[src/rtl/keypad_decoder.sv]
// rtl/keypad_decoder.sv - PS/2 set-2 scan-code stream to held-digit vector
module keypad_decoder #(
  parameter bit ARROWS_EN      = 1'b1,
  parameter int TIMEOUT_CYCLES = 1_000_000
) (
  input  logic       clk,
  input  logic       resetN,
  input  logic [7:0] code,
  input  logic       code_valid,
  input  logic       startOfFrame,
  input  logic       flush,
  output logic [9:0] keys,
  output logic [9:0] keys_frame,
  output logic       key_press,
  output logic [3:0] key_code
);

  localparam int            CW  = $clog2(TIMEOUT_CYCLES + 1);
  localparam logic [CW-1:0] TMO = CW'(TIMEOUT_CYCLES);

  localparam logic [7:0] PFX_EXT = 8'hE0;
  localparam logic [7:0] PFX_BRK = 8'hF0;

  typedef enum logic [1:0] {IDLE, EXT, BRK, EXT_BRK} state_t;

  state_t        state_q, state_d, st_eff;
  logic [CW-1:0] cnt_q;
  logic [9:0]    keys_q, keys_d, frame_q;
  logic          press_q, press_d;
  logic [3:0]    code_q, set_idx;
  logic          dig_hit, arr_hit, timed_out;
  logic [3:0]    dig_idx, arr_idx;

  assign keys       = keys_q;
  assign keys_frame = frame_q;
  assign key_press  = press_q;
  assign key_code   = code_q;

  // A pending prefix that sat idle too long is treated as if we were already back in IDLE.
  assign timed_out = (cnt_q >= TMO);
  assign st_eff    = timed_out ? IDLE : state_q;

  // Map the current byte to a digit (plain make/break) and to an arrow alias (E0-extended).
  always_comb begin
    dig_hit = 1'b1;
    dig_idx = 4'd0;
    case (code)
      8'h70:   dig_idx = 4'd0;
      8'h69:   dig_idx = 4'd1;
      8'h72:   dig_idx = 4'd2;
      8'h7A:   dig_idx = 4'd3;
      8'h6B:   dig_idx = 4'd4;
      8'h73:   dig_idx = 4'd5;
      8'h74:   dig_idx = 4'd6;
      8'h6C:   dig_idx = 4'd7;
      8'h75:   dig_idx = 4'd8;
      8'h7D:   dig_idx = 4'd9;
      default: dig_hit = 1'b0;
    endcase
    arr_hit = ARROWS_EN;
    arr_idx = 4'd0;
    case (code)
      8'h75:   arr_idx = 4'd8;
      8'h72:   arr_idx = 4'd2;
      8'h6B:   arr_idx = 4'd4;
      8'h74:   arr_idx = 4'd6;
      default: arr_hit = 1'b0;
    endcase
  end

  // Next prefix state and next held-key vector for the byte presented this cycle.
  always_comb begin
    state_d = st_eff;
    keys_d  = keys_q;
    set_idx = (st_eff == EXT) ? arr_idx : dig_idx;
    if (code_valid) begin
      case (st_eff)
        IDLE: begin
          if (code == PFX_EXT)      state_d = EXT;
          else if (code == PFX_BRK) state_d = BRK;
          else if (dig_hit)         keys_d[dig_idx] = 1'b1;
        end
        EXT: begin
          if (code == PFX_BRK)      state_d = EXT_BRK;
          else if (code == PFX_EXT) state_d = EXT;
          else begin
            state_d = IDLE;
            if (arr_hit) keys_d[arr_idx] = 1'b1;
          end
        end
        BRK: begin
          state_d = IDLE;
          if (dig_hit) keys_d[dig_idx] = 1'b0;
        end
        EXT_BRK: begin
          state_d = IDLE;
          if (arr_hit) keys_d[arr_idx] = 1'b0;
        end
        default: state_d = IDLE;
      endcase
    end
    // Only one byte per cycle, so at most one bit can rise; typematic repeats never rise.
    press_d = |(keys_d & ~keys_q);
  end

  // Register state, keys, press strobe, frame snapshot and the prefix idle counter.
  always_ff @(posedge clk or negedge resetN) begin
    if (!resetN) begin
      state_q <= IDLE;
      cnt_q   <= '0;
      keys_q  <= '0;
      frame_q <= '0;
      press_q <= 1'b0;
      code_q  <= 4'd0;
    end else begin
      if (startOfFrame) frame_q <= keys_q;
      if (flush) begin
        state_q <= IDLE;
        cnt_q   <= '0;
        keys_q  <= '0;
        press_q <= 1'b0;
      end else begin
        state_q <= state_d;
        keys_q  <= keys_d;
        press_q <= press_d;
        if (press_d) code_q <= set_idx;
        if (code_valid)                         cnt_q <= '0;
        else if (state_q != IDLE && !timed_out) cnt_q <= cnt_q + CW'(1);
      end
    end
  end

endmodule

[config.mk]
export PLATFORM = sky130hd
export DESIGN_NAME = keypad_decoder
export DESIGN_NICKNAME = d
export VERILOG_FILES = /design/src/rtl/keypad_decoder.sv
export SDC_FILE = /design/constraint.sdc
export NUM_CORES = 1
export LEC_CHECK = 0
export CAP_MARGIN = 40
export CORE_MARGIN = 1.5
export CORE_UTILIZATION = 30
export CTS_CLUSTER_SIZE = 24
export DETAILED_ROUTE_END_ITERATION = 8
export PLACE_DENSITY = 0.53
export SYNTH_ARGS = -nofsm -noshare
export SYNTH_HDL_FRONTEND = slang
export SYNTH_SLANG_ARGS = --single-unit
[constraint.sdc]
create_clock -name clk -period 3.5 [get_ports clk]
set_input_delay 0.35 -clock clk [delete_from_list [all_inputs] [get_ports clk]]
set_output_delay 0.35 -clock clk [all_outputs]
set_load 0.005 [all_outputs]
Yosys cells after proc, flatten, opt, wreduce, memory -nomap -nowiden
Cells that the tools add are included.
- word-level logic and storage cells: 80
- register bits: 47
- output and inout port bits: 25
- multiplexer cells: 32
- $add $sub $neg: 1
- bitwise logic cells: 9
- magnitude comparators: 5
- reductions and logical operators: 12
- equality and inequality tests: 15
- operators with widths (operator ; number):
    10-bit 2-to-1 mux ; 10
    8-bit by 7-bit equality test with 1-bit output (second input constant) ; 10
    20-bit 2-to-1 mux ; 3
    10-bit case mux with 4 select lines ; 1
    4-bit case mux with 9 select lines ; 1
    10-bit bitwise AND ; 3
    10-bit NOT ; 3
    20-bit by 1-bit adder with 20-bit output (second input constant) ; 1
    20-bit greater-or-equal comparator (second input constant) ; 1
    10-bit bitwise OR ; 2
    10-bit OR reduction ; 2
    8-bit equality test (second input constant) ; 2
    4-bit case mux with 4 select lines ; 1
    2-bit 2-to-1 mux ; 6
    4-bit by 5-bit < comparator with 1-bit output (second input constant) ; 2
    1-bit demux with 4-bit select ; 2
    4-bit by 1-bit greater-or-equal comparator with 1-bit output (second input constant) ; 2
    1-bit 2-to-1 mux ; 6
    2-bit case mux with 3 select lines ; 1
    2-bit equality test (second input constant) ; 2
    4-bit 2-to-1 mux ; 1
    4-bit OR reduction ; 1
    1-bit logical AND ; 3
    3-bit nonzero test ; 1
    other kinds (7) ; 7

Depth between registers and ports, before layout
Gate-level depths: netlist of the first run.
- depth in word-level cells: 15
- depth in mapped cells: 8
- depth with buffers taken out: 6

Worst setup path after synthesis of the first run
No wires, ideal clock.
- kind: register to register
- start: register cnt_q[12]
- end: register code_q[1], in the netlist key_code[1]
- arrival: 2.003 ns
- data required time: 3.372 ns
- setup time: 0.128 ns
- stages on the path, launching flop included: 7
- slack: 1.370 ns
- cells stage by stage: dfrtp_1 -> or4_4 -> o211ai_1 -> nand2_2 -> o311a_1 -> a31oi_2 -> mux2_1
- word-level cells in the longest chain between the ends: 8
- elaborated cells between the ends (all ways): 12
- those cells by class: 1 x order compare; 3 x eq/ne; 4 x mux; 1 x bitwise; 3 x reduce/logical
- RTL lines (item ; line ; source):
    start: declaration ; 27 ; logic [CW-1:0] cnt_q;
    start signal: assignment ; 128 ; else if (state_q != IDLE && !timed_out) cnt_q <= cnt_q + CW'(1);
    20-bit greater-or-equal comparator (*) ; 40 ; assign timed_out = (cnt_q >= TMO);
    2-bit 2-to-1 mux (*) ; 41 ; assign st_eff = timed_out ? IDLE : state_q;
    2-bit equality test (tied with other cells) ; 77 ; case (st_eff)
    10-bit case mux with 4 select lines ; 77 ;
    10-bit 2-to-1 mux ; 76 ; if (code_valid) begin
    10-bit bitwise AND ; 103 ; press_d = |(keys_d & ~keys_q);
    10-bit OR reduction ; 103 ;
    2-bit AND reduction (no source line) ; - ;
    end signal: assignment ; 126 ; if (press_d) code_q <= set_idx;
    end: declaration ; 30 ; logic [3:0] code_q, set_idx;
Mark *: on every way between the ends. The rest lies on a longest branch, timed or not.
A chain may end at the register's enable or synchronous reset.

Worst setup path in the final report of the first run
- start: input code[4]
- end: register code_q[0], in the netlist key_code[0]
- word-level cells in the longest chain between the ends: 15
- elaborated cells between the ends (all ways): 48
- those cells by class: 4 x order compare; 12 x eq/ne; 19 x mux; 7 x bitwise; 6 x reduce/logical
- RTL lines (item ; line ; source):
    start: declaration ; 8 ; input logic [7:0] code,
    8-bit by 7-bit equality test with 1-bit output (on tied branches) ; 47, 62 ;
    4-bit case mux with 9 select lines or 4-bit case mux with 4 select lines (tied branches) ; 47, 62 ;
    4-bit by 5-bit < comparator with 1-bit output (implied by the code) (tied with other cells) ; 81, 93 ;
    1-bit logical AND (on tied branches) ; - ;
    1-bit 2-to-1 mux (on tied branches) ; - ;
    1-bit demux with 4-bit select (on tied branches) ; - ;
    10-bit bitwise OR (no source line) ; - ;
    10-bit 2-to-1 mux (on tied branches) ; 81, 88 ;
    10-bit 2-to-1 mux (on tied branches) ; 80, 85 ;
    10-bit 2-to-1 mux (on tied branches) ; 79, 84 ;
    10-bit case mux with 4 select lines ; 77 ;
    10-bit 2-to-1 mux ; 76 ;
    10-bit bitwise AND ; 103 ;
    10-bit OR reduction ; 103 ;
    2-bit AND reduction (no source line) ; - ;
Parallel ways exist; a longest one is shown, timed or not.

==> results of run 1 <==
==> registers in the layout (all words and copies together), names as in the netlist <==
| name | count |
|---|---|
| key_press | 1 |
| key_code | 4 |
| cnt_q | 20 |
| state_q | 2 |
| keys_frame | 10 |
| keys | 10 |
==> area by class of cell <==
class | instances | area share
clock buffers | 6 | 0.0251
clock inverters | 2 | 0.0107
inverters | 7 | 0.00799
multi-input cells | 218 | 0.438
flip-flops and latches | 47 | 0.358
well taps | 108 | 0.0411
repair buffers | 39 | 0.119
==> cell families after synthesis <==
| logic type | after synthesis | share of synthesized area |
|---|---|---|
| AO/OA/AOI/OAI | 46 | 0.115 |
| flip-flops | 47 | 0.436 |
| multiplexers | 19 | 0.0784 |
| adder cells (fa/ha/maj) | 2 | 0.00927 |
| XOR/XNOR | 17 | 0.0552 |
| AND/OR/NAND/NOR | 134 | 0.276 |
| buffers and inverters | 21 | 0.0301 |
==> layer usage <==
metal  up-vias  part of all wire  track usage
met2        36              0.45        0.215
met4         0             0.013       0.0396
met1      1078              0.50        0.218
met3         5             0.035       0.0272
met5         -                 0            0
li1       1097                 -            -
==> Yosys cell counts (all sizes together), types with 4 or more instances <==
library cell / count
a211oi: 4
a21oi: 17
clkbuf: 11
dfrtp: 47
inv: 7
mux2: 14
mux2i: 5
nand2: 25
nand3: 12
nand4: 10
nor2: 35
nor3: 11
nor3b: 4
nor4: 5
o21ai: 7
or3: 4
xnor2: 8
xor2: 9
==> path summary, 6_finish.rpt <==
kind / end / slack (ps) / depth (start not counted)
worst max-delay path: key_code[0] / 860 / 7
worst min-delay path: state_q[0] / 20 / 1
worst max register to register: key_code[2] / 1080 / 6
worst min register to register: key_code[3] / 510 / 1
max in group asynchronous: cnt_q[14] / 2950 / 2
min in group clk: key_code[3] / 510 / 1
==> power by group through the flow <==
| stage | Sequential [W] | Clock (W) | Combinational [W] |
|---|---|---|---|
| floorplan | 0.000556 | 0 | 0.0000407 |
| global placement | 0.000556 | 0 | 0.0000804 |
| detailed placement | 0.000556 | 0 | 0.0000824 |
| CTS | 0.000545 | 0.000439 | 0.0000828 |
| global route | 0.000545 | 0.000463 | 0.0000917 |
| finish | 0.000545 | 0.000421 | 0.0000817 |
==> through the flow <==
step	cells	util	hold slack [ps]	total power, W	instance area (um^2)
6_report	427	0.377	23.7	0.00105	3290
5_1_grt	427	0.377	57.4	0.00110	3290
4_1_cts	427	0.377	40.0	0.00107	3290
3_5_place_dp	419	0.364	377	0.000638	3170
3_3_place_gp	418	0.361	485	0.000636	3150
2_1_floorplan	286	-	54.4	0.000596	2700
==> placed cells by master, fill, tap and decap left out, types with 3 or more instances in the layout <==
| master | n |
|---|---|
| and3_1 | 3 |
| nor3_1 | 9 |
| clkbuf_8 | 6 |
| nor4_1 | 3 |
| dfrtp_1 | 47 |
| mux2i_1 | 5 |
| xor2_1 | 9 |
| nand3_1 | 12 |
| xnor2_1 | 8 |
| mux2_2 | 10 |
| nor3b_1 | 4 |
| nand4_1 | 10 |
| a211oi_1 | 4 |
| inv_1 | 7 |
| nand2_1 | 24 |
| clkdlybuf4s50_1 | 36 |
| a21oi_1 | 17 |
| nand3b_1 | 3 |
| nor2_1 | 34 |
| and4_1 | 3 |
| mux2_1 | 3 |
| or3_1 | 4 |
| o31ai_1 | 3 |
| o21ai_0 | 7 |
| nor4b_1 | 3 |
==> results by group, run 1 <==
STA
  – RSZ-0062 raised after global routing: false
  – Rel. slew slack: 0.598
  – Tmin final: between 2000 and 3000 ps
  – Maximum clock frequency: approximately 380 MHz
  – Final hold vios: 0
  – Fin Setup TNS: 0 ps
  – Setup violators final: 0
  – Final setup margin: approximately 860 ps
  – Tcrit/Tclk final: 0.755
  – Clk_skew: ~8.7 ps
  – Max Slew Vio Count: 0
  – Worst Tran Pin Value: about 600 ps

Critical path
  – Crit path max-delay cell type: clkdlybuf4s50_1
  – Critical Path Source Type: primary input
  – Setup crit end kind: register
  – Crit path from: code[4]
  – Data arrival, critical path: between 2000 and 3000 ps
  – WS Path Type: primary input to register
  – Crit path cell chain: clkdlybuf4s50_1 -> nand2b_1 -> nor4_1 -> and4b_1 -> o311a_1 -> a41o_1 -> mux2_4
  – CP top delay family: simple AND/OR/NAND/NOR gates
  – Worst Path Max Fanout: 15
  – Start of the worst register-to-register path: cnt_q[13]
  – Max incr delay on CP: between 700 and 800 ps
  – Worst Path Buf+Inv: 1
  – Req. time, crit path: roughly 3700 ps

Place
  – RePlAce Congestion: just over 0.8
  – Detailed placement HPWL: roughly 4.7 mm
  – PortBufs: 37
  – Pre-CTS setup slack: between 500 and 600 ps

Final layout
  – Layout Nets: ~330
  – Reg area: approximately 1200 um^2
  – Filler cells: about 900
  – Layout cell share with drive strength beyond 1: 0.107
  – Area Growth Syn to Fin: 21.9%
  – Multi-input gate area: 1440 um^2
  – Ant diodes: 0

Clock tree
  – Cts hold-fix bufs: 0
  – TritonCTS clock tree: built
  – H-tree level count: 2
  – Num CTS Buffers: 5
  – Root Driver: clkbuf_8
  – Worst skew pair latency: 300 ps
  – Max Root-Sink Buffers: 2
  – Clock transition at path regs: 90 ps
  – Post-CTS Setup Inserts: 0
  – Clk sink count: 47
  – Post-CTS Resized: 0

Logic synthesis
  – Synthesized area per cell: roughly 9.4 um^2
  – Post-synth ARST share: 1.00
  – Number of synthesized flops with an enable pin: 0
  – Yosys top cell area share: 0.436
  – Seq cells post-synth: 47
  – Mapped cell area: 2700 um^2
  – Yosys warns: 0
  – Main flop type after synthesis: dfrtp_1
  – Cell accounting for the most synthesized area: dfrtp_1
  – Syn_nets: 301
  – Mapped Cells: roughly 290
  – Register area share after synthesis: 0.436
  – Synth unique cells: 58
  – Synth area leaders: dfrtp_1 44%, nor2_1 4.7%, mux2_2 4.2%, nand2_1 3.3%, a21oi_1 3.2%

Outcome
  – Status: finished clean

Drt
  – Via density per instance: 5.19
  – TritonRoute pass-1 iters: 4
  – Iteration-0 DRC Markers: about 150
  – DR WL/cell: around 15 um
  – Vias: around 2,200
  – DRC: 0
  – Post-DRT Antenna Nets: 0
  – Detailed-route wire length: approximately 6.5 mm

Floorplanning
  – Row Count: 34
  – Die height: approximately 100 um
  – Starting Density: 0.309
  – Top-level I/O count: 38
  – Core ar.: 8720 um^2
  – Full die area: between 9000 and 10,000 um^2
  – Chip width: approximately 98 um

Power and ir drop
  – Power Internal: between 0.0008 and 0.0009 W
  – Switching pwr: around 0.00024 W
  – Combinational share of power: 0.078
  – Pleak: between 1 and 1.5 nW
  – Sequential share of power: 0.520
  – VDD IR-drop max: 134 uV
  – Clock Power Share: 0.402
  – Pwr dens: between 300 and 400 nW/um^2
  – Sw frac: 0.231

GRT
  – Vias in the first global route: 2,175
  – Number of antenna violations at the first check in global routing: 0
  – GRT Util Overall: 0.146
  – First-pass GRT wire length: roughly 11 mm
  – Grt ovf: 0
  – Largest net degree at the start of global routing: 26

Worst hold path
  – Hold Path Class: primary input to async pin

Job
  – Max-Cap Viols: 0
Power figures use the tool's default switching activity.
==> run 2: changes to the inputs <==
--- a/config.mk
+++ b/config.mk
@@ -10,7 +10,7 @@
 export CORE_UTILIZATION = 30
 export CTS_CLUSTER_SIZE = 24
 export DETAILED_ROUTE_END_ITERATION = 8
-export PLACE_DENSITY = 0.53
+export PLACE_DENSITY = 0.55
 export SYNTH_ARGS = -nofsm -noshare
 export SYNTH_HDL_FRONTEND = slang
 export SYNTH_SLANG_ARGS = --single-unit
==> constraint.sdc (replaced) <==
create_clock -name clk -period 2.24 [get_ports clk]
set_input_delay 0.224 -clock clk [delete_from_list [all_inputs] [get_ports clk]]
set_output_delay 0.224 -clock clk [all_outputs]
set_load 0.005 [all_outputs]
==> results by group, run 2 (synthesized netlist as in run 1, its figures left out) <==
STA
  – Hold slack: between 0.8 and 0.9 ps
  – Tcrit/Tclk final: 0.996
  – Max Slew Vio Count: 0
  – Setup violators final: 0
  – Maximum clock frequency: around 450 MHz
  – Final hold vios: 0
  – Rel. slew slack: 0.602
  – Tmin final: 2230 ps
  – Worst Tran Pin Value: about 600 ps
  – RSZ-0062 raised after global routing: true
  – Clk_skew: 13.1 ps

Critical path
  – Max incr delay on CP: between 500 and 600 ps
  – Instance count on the critical path: 6
  – Reg2reg setup slack: ~10 ps
  – Reg2reg end: key_code[1]
  – Crit path max-delay cell type: or4_4
  – Worst r2r path cells: 6
  – Data arrival, critical path: 2430 ps
  – Setup crit end kind: register
  – CP top delay family: compound AO/OA/AOI/OAI gates
  – Req. time, crit path: 2440 ps
  – Worst Path Max Fanout: 4
  – Critical Path Source Type: register
  – Start of the worst register-to-register path: cnt_q[13]
  – Crit path cell chain: or4_4 -> o211ai_1 -> nand2_2 -> o311a_1 -> a31oi_4 -> mux2_1
  – Worst Path Buf+Inv: 0
  – WS Path Type: register to register

Clock tree
  – Worst skew pair latency: 310 ps
  – Num CTS Buffers: 5
  – Clock transition at path regs: approximately 100 ps
  – Clk sink count: 47
  – Root Driver: clkbuf_8
  – Max Root-Sink Buffers: 2
  – TritonCTS clock tree: built
  – H-tree level count: 2

Final layout
  – Commonest non-fill, non-tap cell in the layout: buf_4
  – Layout cell share with drive strength beyond 1: 0.242
  – Most frequent cells in the layout: 55 x buf_4, 47 x dfrtp_1, 36 x clkdlybuf4s50_1, 34 x nor2_1, 24 x nand2_1
  – Largest Register: cnt_q
  – Max reg flops: 20
  – Area Growth Syn to Fin: 37.4%
  – Design area: between 3000 and 4000 um^2
  – Ant diodes: 0
  – Layout Nets: a little under 400

GRT
  – Grt ovf: 0
  – Vias in the first global route: approximately 2,300
  – Number of antenna violations at the first check in global routing: 0
  – First-pass GRT wire length: about 12 mm
  – GRT Util Overall: 0.148
  – Largest net degree at the start of global routing: 48

Floorplanning
  – Starting Density: 0.309
  – Die height: around 98 um
  – Full die area: 9570 um^2
  – Row Count: 34
  – Core ar.: 8720 um^2
  – Chip width: just under 100 um
  – Top-level I/O count: 38

Drt
  – DRC: 0
  – Post-DRT Antenna Nets: 0
  – DR WL met3: 258 um
  – Vias: about 2,500
  – TritonRoute pass-1 iters: 4
  – Metal2 WL: roughly 3.2 mm
  – Uppermost routed layer: met4
  – Detailed-route wire length: between 7 and 8 mm
  – Via density per instance: ~5
  – Metal1 wirelength: approximately 3.5 mm
  – Iteration-0 DRC Markers: between 100 and 150
  – DR WL/cell: 14.7 um

Power and ir drop
  – Pwr dens: between 400 and 500 nW/um^2
  – Power Total: about 0.0017 W
  – Pleak: approximately 1.6 nW
  – VDD IR-drop max: between 200 and 250 uV

Outcome
  – Status: finished clean

Place
  – Dpl cell area: 3510 um^2
  – RePlAce Congestion: ~0.85
  – PortBufs: 37
  – Detailed placement HPWL: ~5.1 mm

Worst hold path
  – Hold Path Class: primary input to async pin

Job
  – Max-Cap Viols: 0
[run 2: area by class of cell]
type | instances | area (um^2)
Fill cell | 878 | 5010
Multi-Input combinational cell | 218 | 1480
Sequential cell | 47 | 1180
Timing Repair Buffer | 92 | 778
Tap cell | 108 | 135
Clock buffer | 5 | 68.8
Clock inverter | 3 | 46.3
Inverter | 7 | 26.3
[run 2: what timing repair did]
| item | in CTS | in global routing |
|---|---|---|
| resized for setup | 1 | 4 |
| hold buffers | 0 | 0 |
| setup endpoints to repair | 3 | 9 |
| pin swaps | 0 | 5 |
| buffers inserted | 0 | 6 |
[run 2: worst max path at each step]
stage          slack [ps]     endpoint      start
2_1_floorplan         110  key_code[1]  cnt_q[12]
3_3_place_gp         -190  key_code[0]    code[7]
3_5_place_dp         -220  key_code[0]    code[7]
4_1_cts               0.8    cnt_q[11]  cnt_q[13]
5_1_grt               -60  key_code[1]  cnt_q[13]
6_report               10  key_code[1]  cnt_q[13]
[run 2: where the power goes]
group / total (W) / internal (W) / leakage, nW / switching, W
clock network: 0.000663 / 0.000337 / 0.0548 / 0.000326
logic: 0.000163 / 0.0000763 / 0.869 / 0.0000862
registers: 0.000851 / 0.000850 / 0.657 / 0.00000166
[run 2: per-stage QoR]
| step | utilization | cells | setup TNS (ps) | setup WS [ps] |
|---|---|---|---|---|
| finish | 0.425 | 480 | 0 | 9.99 |
| global route | 0.425 | 480 | -213 | -61.5 |
| CTS | 0.417 | 474 | 0 | 0.799 |
| detailed placement | 0.403 | 466 | -849 | -215 |
| global placement | 0.403 | 466 | -715 | -189 |
| floorplan | - | 286 | 0 | 110 |
[run 2: layer usage]
layer  vias to the layer above  track usage
met4                         0       0.0396
met5                         -            0
met3                         7       0.0236
met2                        51        0.224
li1                       1209            -
met1                      1200        0.219
[run 2: worst reg2reg max path, delay by kind of cell (launching register included)]
kind	cells	cell delay, ps
and+or+nand+nor	2	670
muxes	1	340
DFF	1	430
AOI/OAI and AO/OA	3	680
